===== src/rtl/instr_fetch_unit.sv =====
// ---------------------------------------------------------------------------
// instr_fetch_unit
//
// Purpose: sequential instruction fetcher. It issues word-aligned fetch
// requests to instruction memory, keeps at most two requests in flight or
// buffered, collects in-order responses in a 2-entry {word, pc} FIFO and
// presents the FIFO head to decode. A redirect flushes the FIFO, restarts
// fetching at the (word-aligned) target and discards responses that belong
// to requests issued before the redirect.
//
// Parameters:
//   RESET_PC        first fetch address after reset
//
// Ports:
//   clk             clock, all state on rising edge
//   reset           synchronous active-high reset
//   imem_req_valid  fetch request valid
//   imem_req_addr   fetch word address (bits [1:0] always 00)
//   imem_req_ready  memory accepts the request
//   imem_rsp_valid  instruction word returning (in request order)
//   imem_rsp_data   returned instruction word
//   redirect_valid  taken branch/jump pulse
//   redirect_pc     redirect target
//   instr_valid     instruction available to decode
//   instr_ready     decode consumes the instruction
//   instr           instruction word at FIFO head
//   instr_pc        address of instr
//   instr_op        instr[6:0] for the main decoder
//   misalign_err    (FETCH_MISALIGN_CHECK_EN only) sticky misaligned-redirect flag
//
// Build option:
//   FETCH_MISALIGN_CHECK_EN  adds misalign_err; without it a misaligned
//                            redirect target is silently word-aligned.
// ---------------------------------------------------------------------------
module instr_fetch_unit #(
    parameter logic [31:0] RESET_PC = 32'h0000_0000
) (
    input  logic        clk,
    input  logic        reset,
    output logic        imem_req_valid,
    output logic [31:0] imem_req_addr,
    input  logic        imem_req_ready,
    input  logic        imem_rsp_valid,
    input  logic [31:0] imem_rsp_data,
    input  logic        redirect_valid,
    input  logic [31:0] redirect_pc,
    output logic        instr_valid,
    input  logic        instr_ready,
    output logic [31:0] instr,
    output logic [31:0] instr_pc,
    output logic [6:0]  instr_op
`ifdef FETCH_MISALIGN_CHECK_EN
    ,
    output logic        misalign_err
`endif
);

    typedef enum logic [1:0] {
        ST_BOOT  = 2'd0,
        ST_FETCH = 2'd1,
        ST_FLUSH = 2'd2
    } state_t;

    state_t      state_r;
    logic [31:0] fetch_pc_r;
    logic [31:0] rsp_pc_r;
    logic [1:0]  out_cnt_r;     // requests accepted, response not yet seen
    logic [1:0]  drop_cnt_r;    // of those, how many belong to a stale stream
    logic [31:0] fifo_word_r [2];
    logic [31:0] fifo_pc_r   [2];
    logic        rd_ptr_r;
    logic        wr_ptr_r;
    logic [1:0]  fifo_cnt_r;

    logic        credit_s;
    logic        accept_s;
    logic        rsp_s;
    logic        keep_s;
    logic        pop_s;
    logic [31:0] redirect_tgt_s;
    logic [1:0]  out_cnt_nxt_s;
    logic [1:0]  drop_cnt_nxt_s;
    logic [1:0]  fifo_cnt_nxt_s;

    // In-flight plus buffered never exceeds two, so every kept response has a FIFO slot.
    assign credit_s = (({1'b0, out_cnt_r} + {1'b0, fifo_cnt_r}) < 3'd2);

    assign imem_req_valid = !reset && (state_r != ST_BOOT) && !redirect_valid && credit_s;
    assign imem_req_addr  = fetch_pc_r;
    assign accept_s       = imem_req_valid && imem_req_ready;

    // A response with nothing outstanding cannot be ours; ignore it.
    assign rsp_s  = imem_rsp_valid && (out_cnt_r != 2'd0);
    assign keep_s = rsp_s && !redirect_valid && (drop_cnt_r == 2'd0);

    assign instr_valid = !reset && (fifo_cnt_r != 2'd0);
    assign pop_s       = instr_valid && instr_ready;
    assign instr       = fifo_word_r[rd_ptr_r];
    assign instr_pc    = fifo_pc_r[rd_ptr_r];
    assign instr_op    = instr[6:0];

    // Low target bits are always dropped; misalignment is only reported, never honoured.
    assign redirect_tgt_s = redirect_pc & 32'hFFFF_FFFC;

    // Next-value computation for the in-flight, drop and FIFO occupancy counters.
    always_comb begin
        out_cnt_nxt_s  = out_cnt_r;
        drop_cnt_nxt_s = drop_cnt_r;
        fifo_cnt_nxt_s = fifo_cnt_r;

        case ({accept_s, rsp_s})
            2'b10:   out_cnt_nxt_s = out_cnt_r + 2'd1;
            2'b01:   out_cnt_nxt_s = out_cnt_r - 2'd1;
            default: out_cnt_nxt_s = out_cnt_r;
        endcase

        // Everything still in flight at a redirect is stale, except a response
        // arriving in the same cycle, which is dropped right away.
        if (redirect_valid) begin
            if (rsp_s) begin
                drop_cnt_nxt_s = out_cnt_r - 2'd1;
            end else begin
                drop_cnt_nxt_s = out_cnt_r;
            end
        end else if (rsp_s && (drop_cnt_r != 2'd0)) begin
            drop_cnt_nxt_s = drop_cnt_r - 2'd1;
        end else begin
            drop_cnt_nxt_s = drop_cnt_r;
        end

        case ({keep_s, pop_s})
            2'b10:   fifo_cnt_nxt_s = fifo_cnt_r + 2'd1;
            2'b01:   fifo_cnt_nxt_s = fifo_cnt_r - 2'd1;
            default: fifo_cnt_nxt_s = fifo_cnt_r;
        endcase
    end

    // Fetch state machine: one BOOT cycle after reset, FLUSH while stale responses remain.
    always_ff @(posedge clk) begin
        if (reset) begin
            state_r <= ST_BOOT;
        end else begin
            case (state_r)
                ST_BOOT: begin
                    state_r <= ST_FETCH;
                end
                ST_FETCH: begin
                    if (redirect_valid && (drop_cnt_nxt_s != 2'd0)) begin
                        state_r <= ST_FLUSH;
                    end else begin
                        state_r <= ST_FETCH;
                    end
                end
                ST_FLUSH: begin
                    if (drop_cnt_nxt_s == 2'd0) begin
                        state_r <= ST_FETCH;
                    end else begin
                        state_r <= ST_FLUSH;
                    end
                end
                default: begin
                    state_r <= ST_BOOT;
                end
            endcase
        end
    end

    // Outstanding and drop counters.
    always_ff @(posedge clk) begin
        if (reset) begin
            out_cnt_r  <= 2'd0;
            drop_cnt_r <= 2'd0;
        end else begin
            out_cnt_r  <= out_cnt_nxt_s;
            drop_cnt_r <= drop_cnt_nxt_s;
        end
    end

    // Request address and expected-response address; both restart at a redirect target.
    always_ff @(posedge clk) begin
        if (reset) begin
            fetch_pc_r <= RESET_PC;
            rsp_pc_r   <= RESET_PC;
        end else if (redirect_valid) begin
            fetch_pc_r <= redirect_tgt_s;
            rsp_pc_r   <= redirect_tgt_s;
        end else begin
            if (accept_s) begin
                fetch_pc_r <= fetch_pc_r + 32'd4;
            end else begin
                fetch_pc_r <= fetch_pc_r;
            end
            if (keep_s) begin
                rsp_pc_r <= rsp_pc_r + 32'd4;
            end else begin
                rsp_pc_r <= rsp_pc_r;
            end
        end
    end

    // Two-entry instruction FIFO; a redirect empties it even if a pop coincides.
    always_ff @(posedge clk) begin
        if (reset) begin
            rd_ptr_r     <= 1'b0;
            wr_ptr_r     <= 1'b0;
            fifo_cnt_r   <= 2'd0;
            fifo_word_r[0] <= 32'd0;
            fifo_word_r[1] <= 32'd0;
            fifo_pc_r[0]   <= 32'd0;
            fifo_pc_r[1]   <= 32'd0;
        end else if (redirect_valid) begin
            rd_ptr_r   <= 1'b0;
            wr_ptr_r   <= 1'b0;
            fifo_cnt_r <= 2'd0;
        end else begin
            fifo_cnt_r <= fifo_cnt_nxt_s;
            if (keep_s) begin
                fifo_word_r[wr_ptr_r] <= imem_rsp_data;
                fifo_pc_r[wr_ptr_r]   <= rsp_pc_r;
                wr_ptr_r              <= wr_ptr_r + 1'b1;
            end else begin
                wr_ptr_r <= wr_ptr_r;
            end
            if (pop_s) begin
                rd_ptr_r <= rd_ptr_r + 1'b1;
            end else begin
                rd_ptr_r <= rd_ptr_r;
            end
        end
    end

`ifdef FETCH_MISALIGN_CHECK_EN
    // Sticky flag for a redirect whose target was not word aligned.
    always_ff @(posedge clk) begin
        if (reset) begin
            misalign_err <= 1'b0;
        end else if (redirect_valid && (redirect_pc[1:0] != 2'b00)) begin
            misalign_err <= 1'b1;
        end else begin
            misalign_err <= misalign_err;
        end
    end
`endif

endmodule


===== config.mk =====
export PLATFORM = sky130hd
export DESIGN_NAME = instr_fetch_unit
export DESIGN_NICKNAME = d
export VERILOG_FILES = /design/src/rtl/instr_fetch_unit.sv
export SDC_FILE = /design/constraint.sdc
export NUM_CORES = 1
export LEC_CHECK = 0
export ABC_AREA = 1
export BUFFER_PORTS_ARGS = -buffer_cell sky130_fd_sc_hd__buf_2
export CORE_MARGIN = 2
export CORE_UTILIZATION = 55
export DETAILED_ROUTE_END_ITERATION = 7
export MAX_ROUTING_LAYER = met4
export PLACE_DENSITY = 0.76
export SYNTH_ARGS = -nofsm -noshare
export SYNTH_HDL_FRONTEND = slang
export SYNTH_SLANG_ARGS = --single-unit

===== constraint.sdc =====
create_clock -name clk -period 3.9 [get_ports clk]
set_clock_uncertainty 0.15 [all_clocks]
set_input_delay 0.195 -clock clk [delete_from_list [all_inputs] [get_ports clk]]
set_output_delay 0.195 -clock clk [all_outputs]
set_load 0.02 [all_outputs]

-- Word level (Yosys, flattened, before mapping)
Memories as Yosys holds them, arrays and structs flattened. A register that Yosys moved wholly into a read port is not among the register bits.
Cells that the tools add are included.
- register bits after elaboration: 74
- memory bits (writable): 128
- input port bits: 70
- output and inout bits: 105
- word-level logic and storage cells: 85
- memories kept: 2
- add/subtract/negate cells: 10
- $lt $le $gt $ge: 1
- eq/ne operators: 6
- multiplexer cells: 28
- reduce and logical (&&, ||, !) cells: 28
- memory list (name ; words ; width ; read ports ; clocked after Yosys merged registers in ; wr ports ; RTL line ; RTL):
    fifo_pc_r ; 2 ; 32 ; 1 ; 1 ; 2 ; 70 ; logic [31:0] fifo_pc_r [2];
    fifo_word_r ; 2 ; 32 ; 1 ; 1 ; 2 ; 69 ; logic [31:0] fifo_word_r [2];
- operators with widths (kind ; number):
    two-way mux 32 bit ; 6
    adder 32 x 3 -> 32 bit (second input constant) ; 2
    OR reduction 32 bit ; 2
    nonzero test 2 bit ; 9
    two-way mux 1 bit ; 14
    logical AND 1 bit ; 11
    two-way mux 2 bit ; 5
    case mux 2 bit (2 select lines) ; 2
    equality test 2 x 1 -> 1 bit (second input constant) ; 3
    equality test 2 bit (second input constant) ; 3
    zero test 2 bit ; 3
    case mux 2 bit (3 select lines) ; 1
    subtractor 2 x 1 -> 2 bit (second input constant) ; 3
    adder 2 x 1 -> 2 bit (second input constant) ; 2
    adder 2 x 2 -> 3 bit ; 1
    less-than comparator 3 x 2 -> 1 bit (second input constant) ; 1
    adder 1 bit (second input constant) ; 2
    zero test 1 bit ; 2
    OR reduction 2 bit ; 1

-- Logic depth before layout (Yosys ltp)
Gate-level depths: netlist of the first run.
- word-level depth: 10
- gate-level depth with buffers: 12
- gate-level depth less buffers: 11

-- Least setup slack after synthesis of the first run
No wires, ideal clock.
- path type: register to register
- from: register out_cnt_r[0]
- to: memory fifo_pc_r[0][10] (enable)
- setup time: 0.421 ns
- arrival time: 2.761 ns
- data required time: 3.329 ns
- setup slack: 0.567 ns
- stages on the path, launching flop included: 11
- clock period less this slack: 3.333 ns
- cell sequence: dfxtp_1 > inv_1 > ha_1 > inv_1 > nand2_1 > nor2_4 > nand2_1 > inv_2 > nand3_4 > buf_2 > nand2_1
- RTL lines (what ; RTL line ; RTL):
    from (decl) ; 67 ; logic [1:0] out_cnt_r;
    from (signal assigned) ; 174 ; out_cnt_r <= out_cnt_nxt_s;
    to (decl) ; 70 ;

==> results of run 1 <==
through the flow:
stage | hold WS [ns] | power (W) | cells | setup WS (ns)
finish | 0.0128 | 0.00475 | 1609 | 0.918
detailed placement | 0.314 | 0.00301 | 1521 | 0.975
global placement | 0.304 | 0.00299 | 1521 | 1.00
CTS | 0.00443 | 0.00475 | 1609 | 0.943
global route | 0.0461 | 0.00491 | 1609 | 0.739
floorplan | 0.187 | 0.00282 | 1165 | 0.567
power groups by stage:
stage	Clock [W]	Sequential (W)	Combinational (W)
finish	0.00173	0.00238	0.000638
global route	0.00183	0.00239	0.000701
CTS	0.00174	0.00237	0.000633
detailed placement	0	0.00242	0.000586
global placement	0	0.00241	0.000576
floorplan	0	0.00242	0.000392
synthesized netlist by cell type:
cell	n	share of area, %
xnor2_1	4	0.35
nor3_4	1	0.16
o22ai_1	3	0.19
nand4_1	9	0.57
dfxtp_1	71	14
a21oi_1	49	2.5
nand2_1	239	9.0
or2_2	2	0.13
conb_1	1	0.038
o21ai_0	56	2.8
buf_2	16	0.81
nand2_2	4	0.25
a31o_2	1	0.088
inv_2	4	0.15
buf_6	2	0.23
nand2_4	1	0.11
o31ai_1	1	0.076
clkbuf_1	15	0.57
nand3_1	68	3.4
o211ai_1	3	0.23
nor2_2	6	0.38
a221oi_1	1	0.088
buf_4	15	1.1
xor2_1	9	0.79
nor2_8	2	0.40
nand4_4	1	0.21
nor2_4	5	0.57
clkinv_1	1	0.038
buf_1	1	0.038
nor3_1	4	0.20
nor3_2	1	0.10
and2_1	1	0.063
nand3_4	1	0.18
edfxtp_1	124	37
a31oi_1	6	0.38
nand3_2	1	0.10
fa_1	1	0.20
ha_1	6	0.76
nand3b_1	2	0.15
nor2_1	215	8.1
o21ai_1	6	0.30
inv_1	141	5.3
mux2_2	62	7.0
flip-flops by register name (all words and copies together), names as in the netlist, named ones only:
name	count
drop_cnt_r	2
fifo_cnt_r	2
fifo_pc_r	60
fifo_word_r	64
imem_req_addr	30
out_cnt_r	2
rd_ptr_r	1
rsp_pc_r	30
state_r	2
wr_ptr_r	1
layer usage:
layer | vias up | share of wire, % | GRT usage [%]
met3 | 45 | 7.6 | 3.67
met2 | 355 | 48 | 43.3
met5 | - | 0 | -
met1 | 3993 | 43 | 35.2
met4 | 0 | 2.2 | 9.77
li1 | 4178 | - | -
worst register-to-register path, stage by stage, from the launching register on:
cell	delay, ns
dfxtp_1	0.36
inv_1	0.09
ha_1	0.25
inv_1	0.07
nand2_1	0.11
nor2_4	0.26
nand2_1	0.14
inv_2	0.28
nand3_4	0.38
nand2_2	0.20
buf_12	0.33
final cells by class:
class | instances | share of cell area [%]
flip-flops and latches | 195 | 42.8
multi-input cells | 775 | 33.2
repair buffers | 232 | 12.4
inverters | 146 | 4.55
clock buffers | 17 | 3.53
well taps | 229 | 2.38
clock inverters | 15 | 1.26
cells by family (layout without fill, tap and decap cells):
| family | count (synthesis) | in the layout | share of synthesized area, % |
|---|---|---|---|
| other cells | 1 | 4 | 0.0377 |
| fa+ha+maj | 7 | 7 | 0.957 |
| flops | 195 | 195 | 51.8 |
| buf+inv | 195 | 410 | 8.28 |
| simple gates | 563 | 563 | 24.1 |
| compound gates | 126 | 126 | 6.63 |
| mux | 62 | 62 | 7.03 |
| xor+xnor | 13 | 13 | 1.15 |
worst paths after layout:
kind                             to  slack, ns  cells after the start
setup / recovery   fifo_pc_r[0][26]       0.92                     10
hold / removal    imem_req_addr[17]       0.01                      5
setup reg to reg   fifo_pc_r[0][26]       0.92                     10
hold reg to reg            register       0.32                      2
==> results.py, run 1 <==
metrics = {
    "critical_path": {
        "worstPathArrival_ns": 2.95,
        "max_stage_delay_ns": 0.38,
        "cpLargestDelayFamily": "simple AND/OR/NAND/NOR gates",
        "crit_fanout": 62,
        "crit_start": "out_cnt_r[0]",
        "setup.worst_path.end_class": "register",
        "crit_type": "register to register",
        "reg2reg_from": "out_cnt_r[0]",
        "path_cells": "inv_1 -> ha_1 -> inv_1 -> nand2_1 -> nor2_4 -> nand2_1 -> inv_2 -> nand3_4 -> nand2_2 -> buf_12",
        "crit_path_top_delay_cell": "nand3_4",
        "crit_buf_inv": 4,
        "critPathLaunchType": "register",
        "cp.required_ns": 3.86,
    },
    "clocking": {
        "clockBufferDepth": 2,
        "numCtsBuffers": 17,
        "cts_hold_buf": 56,
        "clk_root_buffer_cell": "clkbuf_16",
        "cts_tree": "done",
        "htree_levels": 4,
        "cts_sinks": 195,
        "post-cts-setup-buffers": 0,
        "clock_latency_ns": 0.45,
        "clkTransAtPathRegs_ns": 0.08,
        "cts-resized-gates": 0,
    },
    "cells_and_area": {
        "diodes": 0,
        "fin_area_sq_mm": 0.0120,
        "layout.core_utilization_pct": 67.5,
        "drive_above_1_share_pct": 22.0,
        "multiInputGateArea_sq_mm": 0.00399,
        "nFillCells": 1431,
        "finalNetCount": 1444,
        "areaGrowthSynthToFinish_pct": 21.1,
        "layout_commonest_cell": "nand2_1",
        "mostFrequentLayoutCells": "237 x nand2_1, 215 x nor2_1, 168 x buf_2",
        "seq_area_sq_mm": 0.00515,
    },
    "synth": {
        "avgSynthCellArea_sq_um": 8.55,
        "ys_seq_area_share_pct": 51.8,
        "syn_area_sq_mm": 0.00994,
        "synth_cells": 1162,
        "synth-seq-cells": 195,
        "yosysWarnings": 0,
        "ys_types": 43,
    },
    "route": {
        "drt_iter0_drc": 692,
        "wirelength_mm": 25.0,
        "wl_per_cell_microns": 15.5,
        "vias": 8571,
        "drt_pass1_iterations": 5,
        "final_antenna_net_count": 0,
        "avgViaCountPerCell": 5.33,
        "drc": 0,
    },
    "die": {
        "die_area_sq_mm": 0.0192,
        "start_util_pct": 55.7,
        "die_y_microns": 138,
        "ios": 175,
        "core_sq_mm": 0.0178,
        "die_w_microns": 138,
        "num_rows": 49,
    },
    "sta": {
        "setup_viol": 0,
        "max_freq_ghz": 0.335,
        "period_share_pct": 76.5,
        "hold_viol_final": 0,
        "fin_tns_setup_ns": 0,
        "period_needed_ns": 2.98,
        "slew_viol_final": 0,
        "rsz0062_at_grt": "no",
        "slew_headroom_pct": 43.8,
        "worstMarginPinSlew_ns": 0.843,
    },
    "grt": {
        "track_usage_pct": 26.9,
        "grt_max_degree": 63,
        "grt_pass1_vias": 8298,
        "antenna_found_initial": 0,
        "gr-total-overflow": 0,
        "grt_pass1_wl_mm": 40.5,
    },
    "hold_path": {
        "hp-class": "input pin to register",
        "worstHoldStart": "redirect_pc[17]",
    },
    "power": {
        "max-vdd-ir-drop_v": 0.000339,
        "p_switching_w": 0.00136,
        "p_int_w": 0.00339,
        "pwr-share-seq_pct": 50.0,
        "p_leak_nw": 5.17,
        "p_per_area_mw_per_mm2": 394,
        "pwr-share-comb_pct": 13.4,
        "pwr-share-clk_pct": 36.5,
        "p_sw_share_pct": 28.6,
    },
    "placed_design": {
        "placed_area_sq_mm": 0.0109,
        "gp_congestion": 0.982,
        "hpwl_mm": 16.4,
        "io_buffers": 168,
    },
    "run": {
        "cap_violations": 0,
    },
    "run_status": {
        "status": "completed",
    },
}
Note: power is estimated with default switching activity, not from simulation.
==> run 2: changes to the inputs <==
--- a/config.mk
+++ b/config.mk
@@ -5,13 +5,13 @@
 export SDC_FILE = /design/constraint.sdc
 export NUM_CORES = 1
 export LEC_CHECK = 0
-export ABC_AREA = 1
+export ABC_AREA = 0
 export BUFFER_PORTS_ARGS = -buffer_cell sky130_fd_sc_hd__buf_2
 export CORE_MARGIN = 2
-export CORE_UTILIZATION = 55
+export CORE_UTILIZATION = 50
 export DETAILED_ROUTE_END_ITERATION = 7
 export MAX_ROUTING_LAYER = met4
-export PLACE_DENSITY = 0.76
+export PLACE_DENSITY = 0.73
 export SYNTH_ARGS = -nofsm -noshare
 export SYNTH_HDL_FRONTEND = slang
 export SYNTH_SLANG_ARGS = --single-unit
==> constraint.sdc (replaced) <==
create_clock -name clk -period 2.5 [get_ports clk]
set_clock_uncertainty 0.15 [all_clocks]
set_input_delay 0.125 -clock clk [delete_from_list [all_inputs] [get_ports clk]]
set_output_delay 0.125 -clock clk [all_outputs]
set_load 0.02 [all_outputs]
==> run 2 against run 1 <==
The flow now finishes with violations (negative setup slack). Total power rose by 75%. First-iteration DRC count fell by 47%. Clock power rose by 57%. Hold slack improved by 0.010 ns. Clock-buffer cell count did not move. Setup slack got worse by 0.93 ns. Largest cell class unchanged.
==> results.py, run 2 <==
metrics = {
    "route": {
        "wirelength_mm": 21.8,
        "vias": 7063,
        "final_antenna_net_count": 0,
        "drt_iter0_drc": 365,
        "avgViaCountPerCell": 5.41,
        "wl_per_cell_microns": 16.7,
        "drc": 0,
        "drt_pass1_iterations": 5,
    },
    "synth": {
        "synth-main-ff-cell": "edfxtp_1",
        "synth_edf_count": 124,
        "synthSimpleGateAreaFrac_pct": 19.9,
        "synth_cells": 823,
        "synthArstFlopShare_pct": 0,
        "synth-xor-area-share_pct": 4.32,
        "yosys.area.top_type_share_pct": 39.9,
        "yosysTopAreaCell": "edfxtp_1",
        "syn_area_sq_mm": 0.00934,
        "yosysWarnings": 0,
        "synth_top_family_by_area": "simple AND/OR/NAND/NOR gates",
        "yosys-top-cells-area": "edfxtp_1 40%, dfxtp_1 15%, and2_1 8.6%, mux2_2 8.3%, xor2_1 2.7%",
        "synth-seq-cells": 195,
        "synth.most_common_cell": "and2_1",
        "synthMuxAreaShare_pct": 8.89,
        "avgSynthCellArea_sq_um": 11.3,
        "ys_seq_area_share_pct": 55.1,
        "ys_types": 54,
        "synth-compound-area-share_pct": 6.96,
        "synthTopCellsByCount": "128 x and2_1, 124 x edfxtp_1, 71 x dfxtp_1",
        "synthAdderAreaFrac_pct": 1.02,
    },
    "clocking": {
        "numCtsBuffers": 17,
        "clkTransAtPathRegs_ns": 0.07,
        "clock_latency_ns": 0.44,
        "clockBufferDepth": 2,
        "cts_sinks": 195,
        "cts_tree": "done",
        "htree_levels": 4,
        "clk_root_buffer_cell": "clkbuf_16",
    },
    "die": {
        "die_y_microns": 141,
        "die_area_sq_mm": 0.0198,
        "die_w_microns": 141,
        "num_rows": 49,
        "ios": 175,
        "start_util_pct": 51.4,
        "core_sq_mm": 0.0181,
    },
    "placed_design": {
        "io_buffers": 168,
        "gp_congestion": 0.893,
        "hpwl_mm": 14.2,
    },
    "cells_and_area": {
        "drive_above_1_share_pct": 31.8,
        "layout_commonest_cell": "buf_2",
        "top_register": "fifo_word_r",
        "finalNetCount": 1141,
        "largestRegisters": "fifo_word_r x64, fifo_pc_r x60",
        "diodes": 0,
        "areaGrowthSynthToFinish_pct": 28.1,
        "largest_reg_flops": 64,
        "mostFrequentLayoutCells": "168 x buf_2, 127 x and2_1, 124 x edfxtp_1",
    },
    "sta": {
        "worstMarginPinSlew_ns": 0.585,
        "setup_viol": 1,
        "worst_slack_ns": -0.00967,
        "slew_viol_final": 0,
        "hold_viol_final": 0,
        "max_freq_ghz": 0.398,
        "period_needed_ns": 2.51,
        "slew_headroom_pct": 61.0,
        "rsz0062_at_grt": "yes",
        "period_share_pct": 100,
        "whs_ns": 0.0233,
    },
    "critical_path": {
        "worstPathArrival_ns": 2.73,
        "max_stage_delay_ns": 0.43,
        "r2r_cells": 9,
        "crit_path_top_delay_cell": "fa_1",
        "reg2reg_from": "fifo_cnt_r[0]",
        "cp.required_ns": 2.72,
        "crit_fanout": 6,
        "critPathLaunchType": "register",
        "setup.worst_path.end_class": "register",
        "reg2reg_slack_ns": -0.01,
        "crit_type": "register to register",
        "path_cells": "and2_4 -> fa_1 -> or2_4 -> nor4b_4 -> buf_12 -> buf_8 -> nand4_1 -> mux2_4 -> a21oi_2",
        "reg2reg_to": "imem_req_addr[19]",
    },
    "grt": {
        "track_usage_pct": 22.8,
        "gr-total-overflow": 0,
        "grt_pass1_vias": 6900,
        "antenna_found_initial": 0,
        "grt_pass1_wl_mm": 34.7,
        "grt_max_degree": 63,
    },
    "run": {
        "cap_violations": 0,
    },
    "hold_path": {
        "holdPathStages": 4,
        "hp-class": "input pin to register",
        "worstHoldStart": "instr_ready",
    },
    "power": {
        "p_leak_nw": 4.76,
        "max-vdd-ir-drop_v": 0.000473,
        "p_per_area_mw_per_mm2": 695,
        "finalPower_w": 0.00831,
    },
    "run_status": {
        "violations": "negative setup slack",
        "status": "complete, but fails checks",
    },
}
## run 2: cell types whose count changed after synthesis, moves of 14 or more
cell and delta:
clkbuf_1 +23, a211oi_1 +17, nor2_1 -175, o21a_1 +15
inv_1 -127, nor4_1 +17, o21ai_0 -48, nand3_1 -35
xor2_1 +20, nand2_1 -196, buf_2 -14, a21oi_1 -29
nand4_1 +16, and2_1 +127
## run 2: worst max-delay path by stage
stage,start,slack [ns],cells after the start,end
after floorplan,out_cnt_r[0],-0.08,7,fifo_pc_r[0][10]
after global placement,fifo_cnt_r[0],-0.01,8,imem_req_addr[23]
after detailed placement,fifo_cnt_r[0],-0.03,8,imem_req_addr[23]
after CTS,fifo_cnt_r[0],-0.07,10,imem_req_addr[29]
after global routing,fifo_cnt_r[0],-0.07,9,imem_req_addr[19]
final,fifo_cnt_r[0],-0.01,9,imem_req_addr[19]
## run 2: final cells by class
class	count	area (sq um)
clock buffers	17	425
clock inverters	15	158
fillers	1375	6190
inverters	18	72.6
multi-input cells	557	3960
flip-flops and latches	195	5150
well taps	229	287
repair buffers	275	1900
## run 2: cell families (layout without fill, tap and decap cells)
| logic type | count (synthesis) | count (layout) |
|---|---|---|
| xor+xnor | 46 | 46 |
| buf+inv | 74 | 325 |
| compound gates | 96 | 96 |
| mux | 74 | 74 |
| flops | 195 | 195 |
| fa+ha+maj | 7 | 7 |
| other cells | 1 | 4 |
| simple gates | 330 | 330 |
## run 2: timing repair
action                                  in CTS  in global routing
hold buffers                                63                  0
endpoints found under the hold margin      120                  0
pin swaps                                    4                  6
endpoints found under the setup margin       1                 18
cloned                                       0                  1
buffers inserted                             5                  5
resized for setup                            4                 14
## run 2: metrics by stage
step	cell area (sq um)	setup slack, ns	std cells	setup TNS (ns)	utilization, %
floorplan	9430	-0.0821	826	-5.09	-
global placement	10600	-0.0125	1200	-0.0125	58.4
detailed placement	10600	-0.0283	1200	-0.0283	58.4
CTS	11900	-0.0690	1300	-0.285	65.4
global route	12000	-0.0735	1306	-0.412	65.9
finish	12000	-0.00967	1306	-0.00967	65.9
## run 2: power by group
group / internal (W) / leakage, nW / switching [W]
Combinational: 0.000745 / 2.61 / 0.000973
Clock: 0.00142 / 0.276 / 0.00129
Sequential: 0.00372 / 1.87 / 0.000160
## run 2: metal layers
| layer | share of wire (%) | track usage, % | vias to the layer above |
|---|---|---|---|
| li1 | - | - | 3427 |
| met4 | 1.2 | 6.32 | 0 |
| met1 | 45 | 30.5 | 3325 |
| met5 | 0 | - | - |
| met3 | 6.7 | 4.08 | 24 |
| met2 | 47 | 36.4 | 287 |
## run 2: worst max-delay path: cells and delay by family, from the launching register on
family	cells	cell delay [ns]
simple gates	4	0.82
mux	1	0.32
flops	1	0.32
compound gates	1	0.12
buf+inv	2	0.28
fa+ha+maj	1	0.43
==> run 3: changes to the inputs <==
--- a/config.mk
+++ b/config.mk
@@ -12,6 +12,7 @@
 export DETAILED_ROUTE_END_ITERATION = 7
 export MAX_ROUTING_LAYER = met4
 export PLACE_DENSITY = 0.73
+export SETUP_SLACK_MARGIN = 0.2
 export SYNTH_ARGS = -nofsm -noshare
 export SYNTH_HDL_FRONTEND = slang
 export SYNTH_SLANG_ARGS = --single-unit
==> run 3 against run 2 <==
The run still ends with negative setup slack left. Total power down 0.58%. Hold slack improved by 0.0061 ns. Via count grew 1.7%. Global-route usage increased by 0.54 points.
==> results.py, run 3 (same netlist as run 2, synthesis figures left out) <==
metrics = {
    "run_status": {
        "status": "complete, but fails checks",
        "violations": "negative setup slack",
    },
    "placed_design": {
        "placed_area_sq_mm": 0.0106,
        "hpwl_mm": 13.9,
        "place_inst": 1196,
        "gp_congestion": 0.869,
        "io_buffers": 168,
    },
    "hold_path": {
        "holdPathStages": 4,
        "hp-class": "input pin to register",
    },
    "critical_path": {
        "max_stage_delay_ns": 0.49,
        "crit_buf_inv": 3,
        "path_cells": "and2_4 -> fa_1 -> or2_4 -> nor4b_4 -> buf_6 -> buf_6 -> inv_4 -> or4_4 -> a31oi_1",
        "r2r_cells": 9,
        "crit_path_top_delay_cell": "or4_4",
        "reg2reg_slack_ns": -0.12,
        "cp.depth": 9,
        "worstPathArrival_ns": 2.81,
        "cpLargestDelayFamily": "simple AND/OR/NAND/NOR gates",
        "crit_type": "register to register",
        "setup.worst_path.end_class": "register",
        "cp_common_cell": "buf_6",
        "critPathLaunchType": "register",
        "cp.required_ns": 2.70,
        "crit_fanout": 3,
    },
    "die": {
        "die_area_sq_mm": 0.0198,
        "ios": 175,
        "core_sq_mm": 0.0181,
        "start_util_pct": 51.4,
        "die_y_microns": 141,
        "num_rows": 49,
        "die_w_microns": 141,
    },
    "grt": {
        "gr-total-overflow": 0,
        "antenna_found_initial": 0,
        "track_usage_pct": 23.4,
        "grt_pass1_vias": 7131,
        "grt_max_degree": 63,
        "grt_pass1_wl_mm": 35.5,
    },
    "power": {
        "pwr-share-comb_pct": 21.7,
        "p_int_w": 0.00580,
        "p_sw_share_pct": 29.8,
        "p_leak_nw": 4.82,
        "p_switching_w": 0.00246,
        "pwr-share-clk_pct": 31.2,
        "max-vdd-ir-drop_v": 0.000539,
        "pwr-share-seq_pct": 47.0,
        "p_per_area_mw_per_mm2": 681,
    },
    "run": {
        "cap_violations": 0,
    },
    "clocking": {
        "numCtsBuffers": 17,
        "clockBufferDepth": 2,
        "clock_latency_ns": 0.43,
        "cts_tree": "done",
        "clkTransAtPathRegs_ns": 0.07,
        "cts_sinks": 195,
        "clk_root_buffer_cell": "clkbuf_16",
        "htree_levels": 4,
    },
    "sta": {
        "slew_viol_final": 0,
        "rsz0062_at_grt": "yes",
        "worst_slack_ns": -0.117,
        "hold_viol_final": 0,
        "max_freq_ghz": 0.382,
        "period_share_pct": 105,
        "whs_ns": 0.0293,
        "slew_headroom_pct": 49.2,
        "worstMarginPinSlew_ns": 0.756,
        "period_needed_ns": 2.62,
        "setup_viol": 6,
        "fin_tns_setup_ns": -0.250,
    },
    "cells_and_area": {
        "fin_area_sq_mm": 0.0121,
        "diodes": 0,
        "areaGrowthSynthToFinish_pct": 30.0,
        "top_register": "fifo_word_r",
        "stdcell_count": 1304,
        "layout.core_utilization_pct": 66.9,
        "largestRegisters": "fifo_word_r x64, fifo_pc_r x60",
        "finalNetCount": 1139,
        "layout_commonest_cell": "buf_2",
        "drive_above_1_share_pct": 33.7,
        "largest_reg_flops": 64,
        "mostFrequentLayoutCells": "167 x buf_2, 127 x and2_1, 124 x edfxtp_1",
    },
    "route": {
        "drt_iter0_drc": 432,
        "avgViaCountPerCell": 5.51,
        "wl_per_cell_microns": 17.5,
        "drt_pass1_iterations": 4,
        "drc": 0,
        "wirelength_mm": 22.8,
        "vias": 7180,
        "final_antenna_net_count": 0,
    },
}
## run 3: cell types whose count changed in the layout (fill, tap and decap cells not counted), moves of 3 or more
cell,before,now
nand3_1,32,25
buf_4,34,25
inv_6,6,3
a21boi_1,1,6
a21boi_0,12,7
nand3_2,0,5
buf_6,2,9
mux2_4,3,6
## run 3: final cells by class
| type | instances | area [sq um] |
|---|---|---|
| clock buffers | 18 | 429 |
| clock inverters | 14 | 120 |
| fillers | 1367 | 6010 |
| inverters | 18 | 82.6 |
| multi-input cells | 557 | 4110 |
| flip-flops and latches | 195 | 5150 |
| well taps | 229 | 287 |
| repair buffers | 273 | 1960 |
## run 3: final timing paths
| check | start | to |
|---|---|---|
| min reg2reg | out_cnt_r[1] | out_cnt_r[1] |
| min | instr_ready | rd_ptr_r |
| max | fifo_cnt_r[0] | imem_req_addr[12] |
| max reg2reg | fifo_cnt_r[0] | imem_req_addr[12] |
## run 3: timing repair
item,CTS,global route
hold buffers,62,0
buffers inserted,8,4
cloned,1,1
endpoints found under the setup margin,26,80
resized for setup,26,32
hold endpoints to repair,121,0
pin swaps,17,20
## run 3: layer usage
| metal | share of wire (%) | GRT usage (%) | vias up | wire length, microns |
|---|---|---|---|---|
| met2 | 48 | 37.8 | 280 | 10900 |
| li1 | - | - | 3423 | - |
| met5 | 0 | - | - | 0 |
| met1 | 44 | 30.5 | 3450 | 10000 |
| met3 | 7.0 | 4.69 | 27 | 1600 |
| met4 | 1.3 | 5.79 | 0 | 299 |
## run 3: worst min-delay path, cell delays in order
cell	delay, ns
buf_2	0.07
and2_1	0.19
xnor2_1	0.10
nor2_1	0.08
## run 3: through the flow
stage	power [W]	setup slack (ns)
after detailed placement	0.00552	-0.0368
final	0.00826	-0.117
after global placement	0.00549	-0.00519
after global routing	0.00859	-0.189
after CTS	0.00823	-0.00158
after floorplan	0.00504	-0.0817
## run 3: power groups by stage
| stage | Clock [W] | Combinational (W) | Sequential [W] |
|---|---|---|---|
| floorplan | 0 | 0.00109 | 0.00395 |
| detailed placement | 0 | 0.00157 | 0.00395 |
| finish | 0.00258 | 0.00180 | 0.00389 |
| global placement | 0 | 0.00155 | 0.00394 |
| CTS | 0.00262 | 0.00173 | 0.00388 |
| global route | 0.00274 | 0.00194 | 0.00392 |
